[config.mk]
export PLATFORM = sky130hd
export DESIGN_NAME = spike_aer_encoder
export DESIGN_NICKNAME = d
export VERILOG_FILES = /design/src/rtl/spike_aer_encoder.sv
export SDC_FILE = /design/constraint.sdc
export NUM_CORES = 1
export LEC_CHECK = 0
export CAP_MARGIN = 5
export CELL_PAD_IN_SITES_DETAIL_PLACEMENT = 1
export CELL_PAD_IN_SITES_GLOBAL_PLACEMENT = 1
export CORE_ASPECT_RATIO = 0.5
export CORE_MARGIN = 2
export CORE_UTILIZATION = 45
export DETAILED_ROUTE_END_ITERATION = 8
export PLACE_DENSITY_LB_ADDON = 0.1
export SYNTH_ARGS = -nofsm -noshare
export SYNTH_HDL_FRONTEND = slang
export SYNTH_SLANG_ARGS = --single-unit
[constraint.sdc]
create_clock -name clk_i -period 7.7 [get_ports clk_i]
set_clock_uncertainty 0.2 [all_clocks]
set_input_delay 1.155 -clock clk_i [delete_from_list [all_inputs] [get_ports clk_i]]
set_output_delay 1.155 -clock clk_i [all_outputs]
set_load 0.005 [all_outputs]
[src/rtl/spike_aer_encoder.sv]
// spike_aer_encoder: latches neuron spikes, round-robin arbitrates them into a FIFO
// and emits them as AER addresses with valid/ready handshake and a saturating drop counter.
module spike_aer_encoder #(
  parameter int NUM_NEURONS = 8,
  parameter int FIFO_DEPTH  = 4
) (
  input  logic                           clk_i,
  input  logic                           rst_i,
  input  logic [NUM_NEURONS-1:0]         spike_i,
  output logic                           aer_valid_o,
  input  logic                           aer_ready_i,
  output logic [$clog2(NUM_NEURONS)-1:0] aer_addr_o,
  output logic [7:0]                     drop_count_o
);
  localparam int ADDR_W = $clog2(NUM_NEURONS);
  localparam int PTR_W  = $clog2(FIFO_DEPTH);
  localparam logic [ADDR_W:0]   N_L  = (ADDR_W+1)'(NUM_NEURONS);
  localparam logic [ADDR_W-1:0] LAST = ADDR_W'(NUM_NEURONS - 1);
  localparam logic [PTR_W:0]    FULL = (PTR_W+1)'(FIFO_DEPTH);

  logic [NUM_NEURONS-1:0] r_pending;
  logic [ADDR_W-1:0]      r_rr_ptr;
  logic [ADDR_W-1:0]      r_mem [FIFO_DEPTH];
  logic [PTR_W-1:0]       r_wp, r_rp;
  logic [PTR_W:0]         r_cnt;
  logic [7:0]             r_drop;

  logic [NUM_NEURONS-1:0] w_rot, w_gnt_oh, w_drop;
  logic [ADDR_W-1:0]      w_off, w_gnt, w_nxt;
  logic [ADDR_W:0]        w_sum;
  logic [8:0]             w_ndrop;
  logic [9:0]             w_dsum;
  logic                   w_pop, w_grant;

  assign aer_valid_o  = r_cnt != '0;
  assign aer_addr_o   = aer_valid_o ? r_mem[r_rp] : '0;
  assign drop_count_o = r_drop;
  assign w_pop        = aer_valid_o && aer_ready_i;
  assign w_grant      = (|r_pending) && ((r_cnt != FULL) || w_pop);

  // Rotate pending so bit 0 is rr_ptr; the lowest set bit is the winner's offset.
  always_comb begin
    w_rot = NUM_NEURONS'({r_pending, r_pending} >> r_rr_ptr);
    w_off = '0;
    for (int i = NUM_NEURONS - 1; i >= 0; i--) if (w_rot[i]) w_off = ADDR_W'(i);
    w_sum    = {1'b0, r_rr_ptr} + {1'b0, w_off};
    w_gnt    = (w_sum >= N_L) ? ADDR_W'(w_sum - N_L) : w_sum[ADDR_W-1:0];
    w_nxt    = (w_gnt == LAST) ? '0 : w_gnt + 1'b1;
    w_gnt_oh = w_grant ? ({{(NUM_NEURONS-1){1'b0}}, 1'b1} << w_gnt) : '0;
    w_drop   = spike_i & r_pending & ~w_gnt_oh;
    w_ndrop  = '0;
    for (int i = 0; i < NUM_NEURONS; i++) w_ndrop = w_ndrop + {8'b0, w_drop[i]};
    w_dsum   = {2'b0, r_drop} + {1'b0, w_ndrop};
  end

  always_ff @(posedge clk_i) begin
    if (rst_i) begin
      r_pending <= '0;
      r_rr_ptr  <= '0;
      r_wp      <= '0;
      r_rp      <= '0;
      r_cnt     <= '0;
      r_drop    <= '0;
    end else begin
      r_pending <= (r_pending & ~w_gnt_oh) | spike_i;
      if (w_grant) begin
        r_wp     <= r_wp + 1'b1;
        r_rr_ptr <= w_nxt;
      end
      if (w_pop) r_rp <= r_rp + 1'b1;
      r_cnt  <= r_cnt + (PTR_W+1)'(w_grant) - (PTR_W+1)'(w_pop);
      r_drop <= (w_dsum > 10'd255) ? 8'hFF : w_dsum[7:0];
    end
  end

  always_ff @(posedge clk_i) begin
    if (!rst_i && w_grant) r_mem[r_wp] <= w_gnt;
  end
endmodule
==> impl_metrics.json <==
{
  "status": "complete, no violations",
  "grt_overflow_total": 0,
  "via_per_inst": 5.76,
  "drc_errors": 0,
  "async_flop_share_pct": 0,
  "synth-seq-cells": 40,
  "ys_types": 54,
  "crit_arrival_ns": 7.02,
  "ant_nets": 0,
  "rows": 20,
  "grt_pass1_vias": 2241,
  "clockRootBuffer": "clkbuf_16",
  "worstSetupStartpointType": "register",
  "synthDominantCellAreaShare_pct": 20.3,
  "cts.path.max_buffers": 2,
  "holdWs_ns": 0.304,
  "yosysWarningCount": 0,
  "mappedNetlistNets": 320,
  "slew_headroom_pct": 60.7,
  "min_period_ns": 7.06,
  "netlist_area_um2": 2760,
  "yosys-top-cells-count": "dfxtp_1, nor2_1, nand2_1, ha_1, inv_1",
  "fp.dieW_um": 115,
  "cellPowerDensity_nw_per_um2": 489,
  "min_path_type": "register to register",
  "synthFlopType": "dfxtp_1",
  "die_h_um": 59.4,
  "die_area_um2": 6820,
  "p_leak_nw": 1.30,
  "worst_ep_required_time_ns": 7.66,
  "design_area_um2": 3170,
  "syn_to_final_growth_pct": 14.8,
  "synth_cells": 284,
  "yosysMostFrequentCell": "dfxtp_1",
  "finalSetupTns_ns": 0,
  "cts_tree": "yes",
  "numClockSinks": 40,
  "drt_first_pass_iters": 4,
  "synth_top_cell_by_area": "dfxtp_1",
  "dp_hpwl_mm": 4.93,
  "drt-initial-drc-count": 111,
  "syn_area_per_cell_um2": 9.73,
  "clk_latency_ns": 0.28,
  "grt_usage_pct": 21.2,
  "drive_above_1_share_pct": 10.0,
  "cts_hold_buf": 0,
  "worst_ir_drop_vdd_uv": 187,
  "hold_viol": 0,
  "crit_top_cell": "fa_1",
  "utilization_pct": 52.8,
  "wirelength_mm": 6.55,
  "diodes": 0,
  "post_drt_wl_per_cell_um": 17.4,
  "slowest_stage": "dfxtp_2",
  "ys_seq_area_share_pct": 33.3,
  "drv_cap": 0,
  "port_buffers": 22,
  "dp_cells": 369,
  "cts-htree-levels": 2,
  "end_kind": "register",
  "period_share_pct": 91.7,
  "criticalPathCategory": "register to register",
  "fillers": 691,
  "design.core.area_um2": 6010,
  "grt_pass1_wl_mm": 11.2,
  "grt_setup_unrepaired": "false",
  "dpl-instance-area_um2": 3020,
  "num_vias": 2170,
  "pin_count": 23,
  "fmax_mhz": 142,
  "setup_viol": 0,
  "start_util_pct": 46.0,
  "timing.critical_path.buf_inv": 5,
  "fin_nets": 335,
  "final_cells": 377,
  "clk_pin_slew_ns": 0.06,
  "crit_path_max_fanout": 22,
  "tightest_slew_ns": 0.588,
  "final_max_slew_viol_count": 0,
  "slowest_delay_ns": 0.61,
  "netlist_top_cells_area": "dfxtp_1, edfxtp_1, ha_1",
  "synth-edff-count": 12,
  "antenna_found_initial": 0,
  "numCtsBuffers": 5,
  "cpLargestDelayFamily": "adder cells",
  "gp_congestion": 0.867,
  "grt_max_degree": 32
}
per-layer routing:
layer  wire, um  GRT usage [%]
met1       3270           29.6
met3        148           3.17
met4         74           6.54
met5          0              0
met2       3050           34.7
cell families (layout without fill, tap and decap cells):
group	Yosys count	in the layout	synth area share, %
simple gates	97	97	18.5
compound gates	61	61	15.9
flops	40	40	33.3
buf+inv	35	51	5.52
fa+ha+maj	25	25	13.2
mux	19	19	11.3
xor+xnor	7	7	2.22
path summary, 6_finish.rpt:
| path | startpoint | to | slack [ns] | depth (start not counted) |
|---|---|---|---|---|
| max | r_rr_ptr[1] | drop_count_o[5] | 0.64 | 28 |
| max reg2reg | r_rr_ptr[1] | drop_count_o[5] | 0.64 | 28 |
| min | r_wp[1] | r_wp[1] | 0.30 | 2 |
| min reg2reg | r_wp[1] | r_wp[1] | 0.30 | 2 |
through the flow:
stage	setup WS, ns	power [mW]
finish	0.640	1.55
floorplan	0.753	1.10
global placement	0.562	1.31
global route	0.0652	1.70
detailed placement	0.381	1.35
CTS	0.340	1.56
placed cells by master, fill, tap and decap left out, types with 2 or more instances in the layout:
cell	n
nand2_1	19
o31ai_1	2
a211o_1	3
dfxtp_2	2
or4b_1	2
clkdlybuf4s50_1	22
clkbuf_16	5
o21a_1	3
edfxtp_1	12
a21oi_1	16
dfxtp_1	26
and2_1	10
a211oi_1	6
xor2_1	5
o211a_1	5
nand2b_1	2
inv_1	17
and3_1	2
nor4_1	2
a21o_1	3
nor2_1	22
xnor2_1	2
buf_4	3
o2111ai_1	2
nor3_1	10
nand3_1	6
or3_1	3
nor2b_1	13
mux2i_1	7
a221o_1	3
o211ai_1	2
ha_1	18
fa_1	7
mux4_2	9
a21boi_0	2
a2111oi_0	2
o21ai_0	5
clkinv_2	2
timing repair:
action	CTS	global route
resized for setup	0	2
setup endpoints to repair	0	8
setup buffers	0	0
sequential cells by signal, indices dropped and copies added (netlist names), named ones only:
name / cells
r_mem: 12
drop_count_o: 8
r_pending: 8
r_cnt: 3
r_rr_ptr: 3
r_rp: 2
r_wp: 2
power by group:
group / internal, mW / total (mW) / switching [mW] / leakage [nW]
Combinational: 0.408 / 0.919 / 0.512 / 0.885
Clock: 0.128 / 0.206 / 0.0783 / 0.0766
Sequential: 0.325 / 0.427 / 0.102 / 0.343
Total: 0.860 / 1.55 / 0.692 / 1.30
worst register-to-register path: cells and delay by family, from the launching register on:
family	cells	cell delay (ns)
adder cells (fa/ha/maj)	7	2.79
AND/OR/NAND/NOR	7	1.05
AO/OA/AOI/OAI	5	1.00
multiplexers	4	0.94
flip-flops	1	0.61
buffers and inverters	5	0.33
final cells by class:
class	instances	area, um2	area share (%)
Multi-Input combinational cell	209	1690	53.3
Sequential cell	40	923	29.1
Timing Repair Buffer	25	243	7.65
Clock buffer	6	139	4.38
Tap cell	77	96.3	3.04
Inverter	18	70.1	2.21
Clock inverter	2	10.0	0.316
No activity file was read; power rests on OpenSTA's default activity.
==> RTL edit 1 (same flow settings) <==
Set the parameter `NUM_NEURONS` to 4 (it was 8).
--- a/src/rtl/spike_aer_encoder.sv
+++ b/src/rtl/spike_aer_encoder.sv
@@ -1,7 +1,7 @@
 // spike_aer_encoder: latches neuron spikes, round-robin arbitrates them into a FIFO
 // and emits them as AER addresses with valid/ready handshake and a saturating drop counter.
 module spike_aer_encoder #(
-  parameter int NUM_NEURONS = 8,
+  parameter int NUM_NEURONS = 4,
   parameter int FIFO_DEPTH  = 4
 ) (
   input  logic                           clk_i,
Interface: changed (resized aer_addr_o and spike_i); port bits go from 23 to 18. The function was not compared with the original's and may differ.
==> RTL edit 1 against the unedited design <==
  * Via count shrank 45%
  * Clock power shrank 19%
  * Routed wire length shrank 49%
  * Worst setup slack gained 2400 ps
  * Final area shrank 38%
  * Global-route usage shrank 1.7 points
  * Synthesized area shrank 41%
  * Sequential cell count shrank 9
  * Fmax grew 51%
  * First-iteration DRC count shrank 70%
  * Total power shrank 53%
==> RTL edit 1: results (changes against the unedited design) <==
[global_routing]
use_met3 = 0.0556  ; +0.0239
grt_pass1_vias = 1261  ; -44%
use_met1 = 0.237  ; -0.0589
grt_util_met2 = 0.332  ; -0.0147
grt_usage = 0.195  ; -0.0166
grt_pass1_wl_mm = 5.80  ; -48%
antenna_found_initial = 0  ; unchanged
grt_max_degree = 24  ; -25%

[worst_setup_path]
rr_worst_depth = 17  ; -39%
crit_end = drop_count_o[6]
worst_path_max_delay_cell = dfxtp_1
regToRegSetupSlack_ps = 3040  ; +2400 ps
cpPeakStageDelay_ps = 570  ; -40 ps
startpoint = r_rr_ptr[0]
crit_family = adder cells
crit_arrival_ps = 4600  ; -2420 ps
cp_max_fo = 12  ; -45%

[synthesis]
yosysSeqAreaShare = 0.427  ; +0.0933
synth_edf_count = 8  ; -4
async_reset_ff_frac = 0  ; unchanged
synth_most_common_cell = nor2_1
netlist-cell-type-count = 37  ; -31%
yosys_warnings = 0  ; unchanged
synthFlopType = dfxtp_1
muxShareOfSynthArea = 0.0457  ; -0.0675
synth_compound_area_frac = 0.113  ; -0.0459
synth_area_leaders = dfxtp_1 (28%), edfxtp_1 (15%), ha_1 (9.1%), nor2_1 (5.9%), fa_1 (4.9%)
synth.cells.most_frequent = nor2_1 (26), dfxtp_1 (23), ha_1 (12), inv_1 (12), edfxtp_1 (8)
synth_fa_ha_area_frac = 0.140  ; +0.00795
syn_nets = 185  ; -42%
synth_xor_area_frac = 0.0533  ; +0.0311

[route]
routed_via_density = 5.10  ; -11%
dr.first_iter.drc_count = 33  ; -70%
wl_per_cell_um = 14.4  ; -17%
drtPass1Iterations = 4  ; unchanged

[pwr]
leakage_uw = 0.000767  ; -41%
irDropWorstVdd_mv = 0.138  ; -26%

[cts]
cts-root-buf = clkbuf_8
clkTransAtPathRegs_ps = 70
post_cts_buffers = 0  ; unchanged
max-clock-path-buffers = 2  ; unchanged
clock_latency_ps = 290
cts.htree.levels = 2  ; unchanged
cts_buffers = 5  ; unchanged
cts_resized = 0  ; unchanged

[finish]
n_antenna_cell = 0  ; unchanged
drive_above_1_share = 0.0773  ; -0.0227
fill_cells = 384  ; -44%
fin_nets = 203  ; -39%

[placed_design]
io_buffers = 17  ; -23%
place_congestion = 0.770  ; -11%
dp.final_hpwl_mm = 2.52  ; -49%

[worst_hold_path]
min_path_type = reg -> reg

[sta]
tightest_slew_ps = 829  ; +241 ps

[outcome]
outcome = completed

RTL edit 1: cell types whose count changed after synthesis, moves of 6 or more:
cell,before,now
clkbuf_1,11,4
ha_1,18,12
nor2b_1,13,2
nand2_1,19,6
a21oi_1,16,7
nor3_1,10,2
mux4_2,9,2
RTL edit 1: cell families (layout without fill, tap and decap cells):
family                     Yosys count  count (layout)
DFF                                 31              31
muxes                                5               5
xor gates and xnor gates            10              10
AOI/OAI and AO/OA                   24              24
adders and majority gates           16              16
and+or+nand+nor                     58              58
buffers and inverters               18              37
RTL edit 1: how the worst min path moves through the flow:
stage / from / to / cells past startpoint
2_1_floorplan: r_rp[1] / flop / 2
3_3_place_gp: r_rp[1] / r_rp[1] / 2
3_5_place_dp: r_rp[1] / flop / 2
4_1_cts: drop_count_o[3] / drop_count_o[3] / 2
5_1_grt: drop_count_o[3] / drop_count_o[3] / 2
6_report: r_cnt[2] / r_cnt[2] / 2
RTL edit 1: power breakdown:
part           internal (µW)  switching (µW)
clock network            105            62.3
registers                221            41.5
logic                    151             152
total                    477             256
RTL edit 1: final cells by class:
class | count | area share
multi-input cells | 113 | 0.443
inverters | 12 | 0.0229
well taps | 51 | 0.0324
flip-flops and latches | 31 | 0.356
repair buffers | 17 | 0.0864
clock inverters | 2 | 0.0178
clock buffers | 6 | 0.0419
RTL edit 1: metrics by stage:
step	power (µW)	worst slack, ps	hold WS (ps)	area, µm²	instances
CTS	743	3000	355	1970	232
floorplan	465	3460	285	1640	162
finish	733	3040	342	1970	232
detailed placement	571	2800	332	1850	224
global route	798	2620	396	1970	232
global placement	553	3000	308	1850	224
RTL edit 1: metal layers:
metal / up-vias / share of wire
met2: 18 / 0.46
met3: 8 / 0.034
met4: 0 / 0.019
met5: - / 0
met1: 564 / 0.49
li1: 593 / -
RTL edit 1: worst reg2reg max path: stages, from the launching register on:
cell and delay [ps]:
dfxtp_1 570, nor3_1 120, a311oi_1 260, o211ai_1 120, ha_1 200, xnor2_1 240, xor2_1 450, ha_1 250
a21boi_0 120, nand2_1 120, fa_1 450, fa_1 450, inv_1 80, fa_1 220, and3_1 280, nand3_1 100
nor3b_1 210, nor3_1 70
==> RTL edit 2 (same flow settings) <==
Without the edit above. Take the reset off `r_pending` and load it in a clocked block of its own.
--- a/src/rtl/spike_aer_encoder.sv
+++ b/src/rtl/spike_aer_encoder.sv
@@ -55,14 +55,12 @@
 
   always_ff @(posedge clk_i) begin
     if (rst_i) begin
-      r_pending <= '0;
       r_rr_ptr  <= '0;
       r_wp      <= '0;
       r_rp      <= '0;
       r_cnt     <= '0;
       r_drop    <= '0;
     end else begin
-      r_pending <= (r_pending & ~w_gnt_oh) | spike_i;
       if (w_grant) begin
         r_wp     <= r_wp + 1'b1;
         r_rr_ptr <= w_nxt;
@@ -74,6 +72,10 @@
   end
 
   always_ff @(posedge clk_i) begin
+    r_pending <= (r_pending & ~w_gnt_oh) | spike_i;
+  end
+
+  always_ff @(posedge clk_i) begin
     if (!rst_i && w_grant) r_mem[r_wp] <= w_gnt;
   end
 endmodule
Formal check against the unedited RTL: not equivalent (Yosys sat finds a counterexample within 4 cycles, from zero or initial values and one cycle with rst_i high).
==> RTL edit 2 against the unedited design <==
  * Count of clock-buffer cells in the layout rose by 1
  * Critical endpoint is now drop_count_o[7]
  * Total power fell by 2.1%
  * Final area rose by 5.2%
  * Synthesized area rose by 6.1%
  * Routed wire length rose by 18%
  * Sequential cell count did not move
  * Critical path type unchanged
  * Synthesized cell count rose by 6.7%
  * Critical path depth fell by 2
  * Worst setup slack got worse by 100 ps
==> RTL edit 2: results (changes against the unedited design) <==
[finish]
drive_above_1_share = 0.104  ; +0.00410
fin_nets = 352  ; +5.1%

[global_routing]
grt_pass1_vias = 2482  ; +11%
grt_util_met2 = 0.407  ; +0.0605
grt_max_degree = 22  ; -31%
grt_pass1_wl_mm = 12.8  ; +15%
grt_usage = 0.232  ; +0.0198

[pwr]
leakage_uw = 0.00122  ; -6.7%
power_frac_seq = 0.269  ; -0.006
irDropWorstVdd_mv = 0.280  ; +49%
combPwrFrac = 0.596  ; +0.004
p_sw_frac = 0.441  ; -0.00450

[sta]
whs_ps = 329  ; +25.0 ps
layout_setup_ws_ps = 539  ; -100 ps
tightest_slew_ps = 962  ; +374 ps

[route]
dr.first_iter.drc_count = 84  ; -24%
routed_via_density = 5.94  ; +3.2%
wl_mm = 7.69  ; +18%

[outcome]
outcome = completed

[placed_design]
dp_slack_ps = 223  ; -158 ps
dp.final_hpwl_mm = 5.73  ; +16%

[worst_setup_path]
worst_path_max_delay_cell = dfxtp_1
rr_worst_depth = 26  ; -7.1%
crit_end = drop_count_o[7]
cpPeakStageDelay_ps = 570  ; -40 ps
crit_arrival_ps = 7140  ; +120 ps
cp_max_fo = 10  ; -55%

[synthesis]
synth_area_leaders = dfxtp_1 (19%), edfxtp_1 (12%), ha_1 (7.7%), mux4_2 (5.4%), fa_1 (4.8%)
netlist-cell-type-count = 52  ; -3.7%
synthFlopType = dfxtp_1
syn_nets = 339  ; +5.9%

[worst_hold_path]
whs_endpoint = r_rp[1]

[RTL edit 2: cell types whose count changed after synthesis, moves of 5 or more]
cell,delta
nand2_1,-5
a2111oi_0,+5
mux2i_1,-7
a211oi_1,+8
nor2b_1,-7
nand3b_1,+6
[RTL edit 2: routing by layer]
metal | part of all wire | wire, µm
met5 | 0 | 0
met4 | 0.012 | 95
met3 | 0.035 | 268
met2 | 0.47 | 3630
met1 | 0.48 | 3700
[RTL edit 2: logic make-up (layout without fill, tap and decap cells)]
group,after synthesis,after routing,share of synthesized area
adders and majority gates,25,25,0.125
and+or+nand+nor,105,105,0.196
xor gates and xnor gates,9,9,0.0269
muxes,13,13,0.0973
buffers and inverters,39,53,0.0610
AOI/OAI and AO/OA,72,72,0.180
DFF,40,40,0.314
[RTL edit 2: worst max-delay path, delay by kind of cell, from the launching register on]
family	cells	cell delay (ps)
fa+ha+maj	8	3060
buf+inv	5	460
compound gates	9	1800
simple gates	3	650
mux	1	290
flops	1	570
[RTL edit 2: through the flow]
| step | cells | util | total power (µW) | cell area [µm²] |
|---|---|---|---|---|
| floorplan | 303 | - | 1040 | 2930 |
| finish | 405 | 0.540 | 1520 | 3340 |
| detailed placement | 396 | 0.515 | 1310 | 3180 |
| CTS | 404 | 0.538 | 1530 | 3330 |
| global route | 405 | 0.540 | 1670 | 3340 |
| global placement | 396 | 0.515 | 1260 | 3180 |
[RTL edit 2: final cells by class]
cell class | instances | area, µm²
Fill cell | 719 | 2850
Multi-Input combinational cell | 224 | 1830
Sequential cell | 40 | 923
Timing Repair Buffer | 28 | 265
Clock buffer | 7 | 136
Tap cell | 88 | 110
Inverter | 17 | 63.8
Clock inverter | 1 | 5.00
[RTL edit 2: what timing repair did]
action,CTS,global route
setup buffers,0,1
gates resized for setup,0,2
setup endpoints to repair,0,8
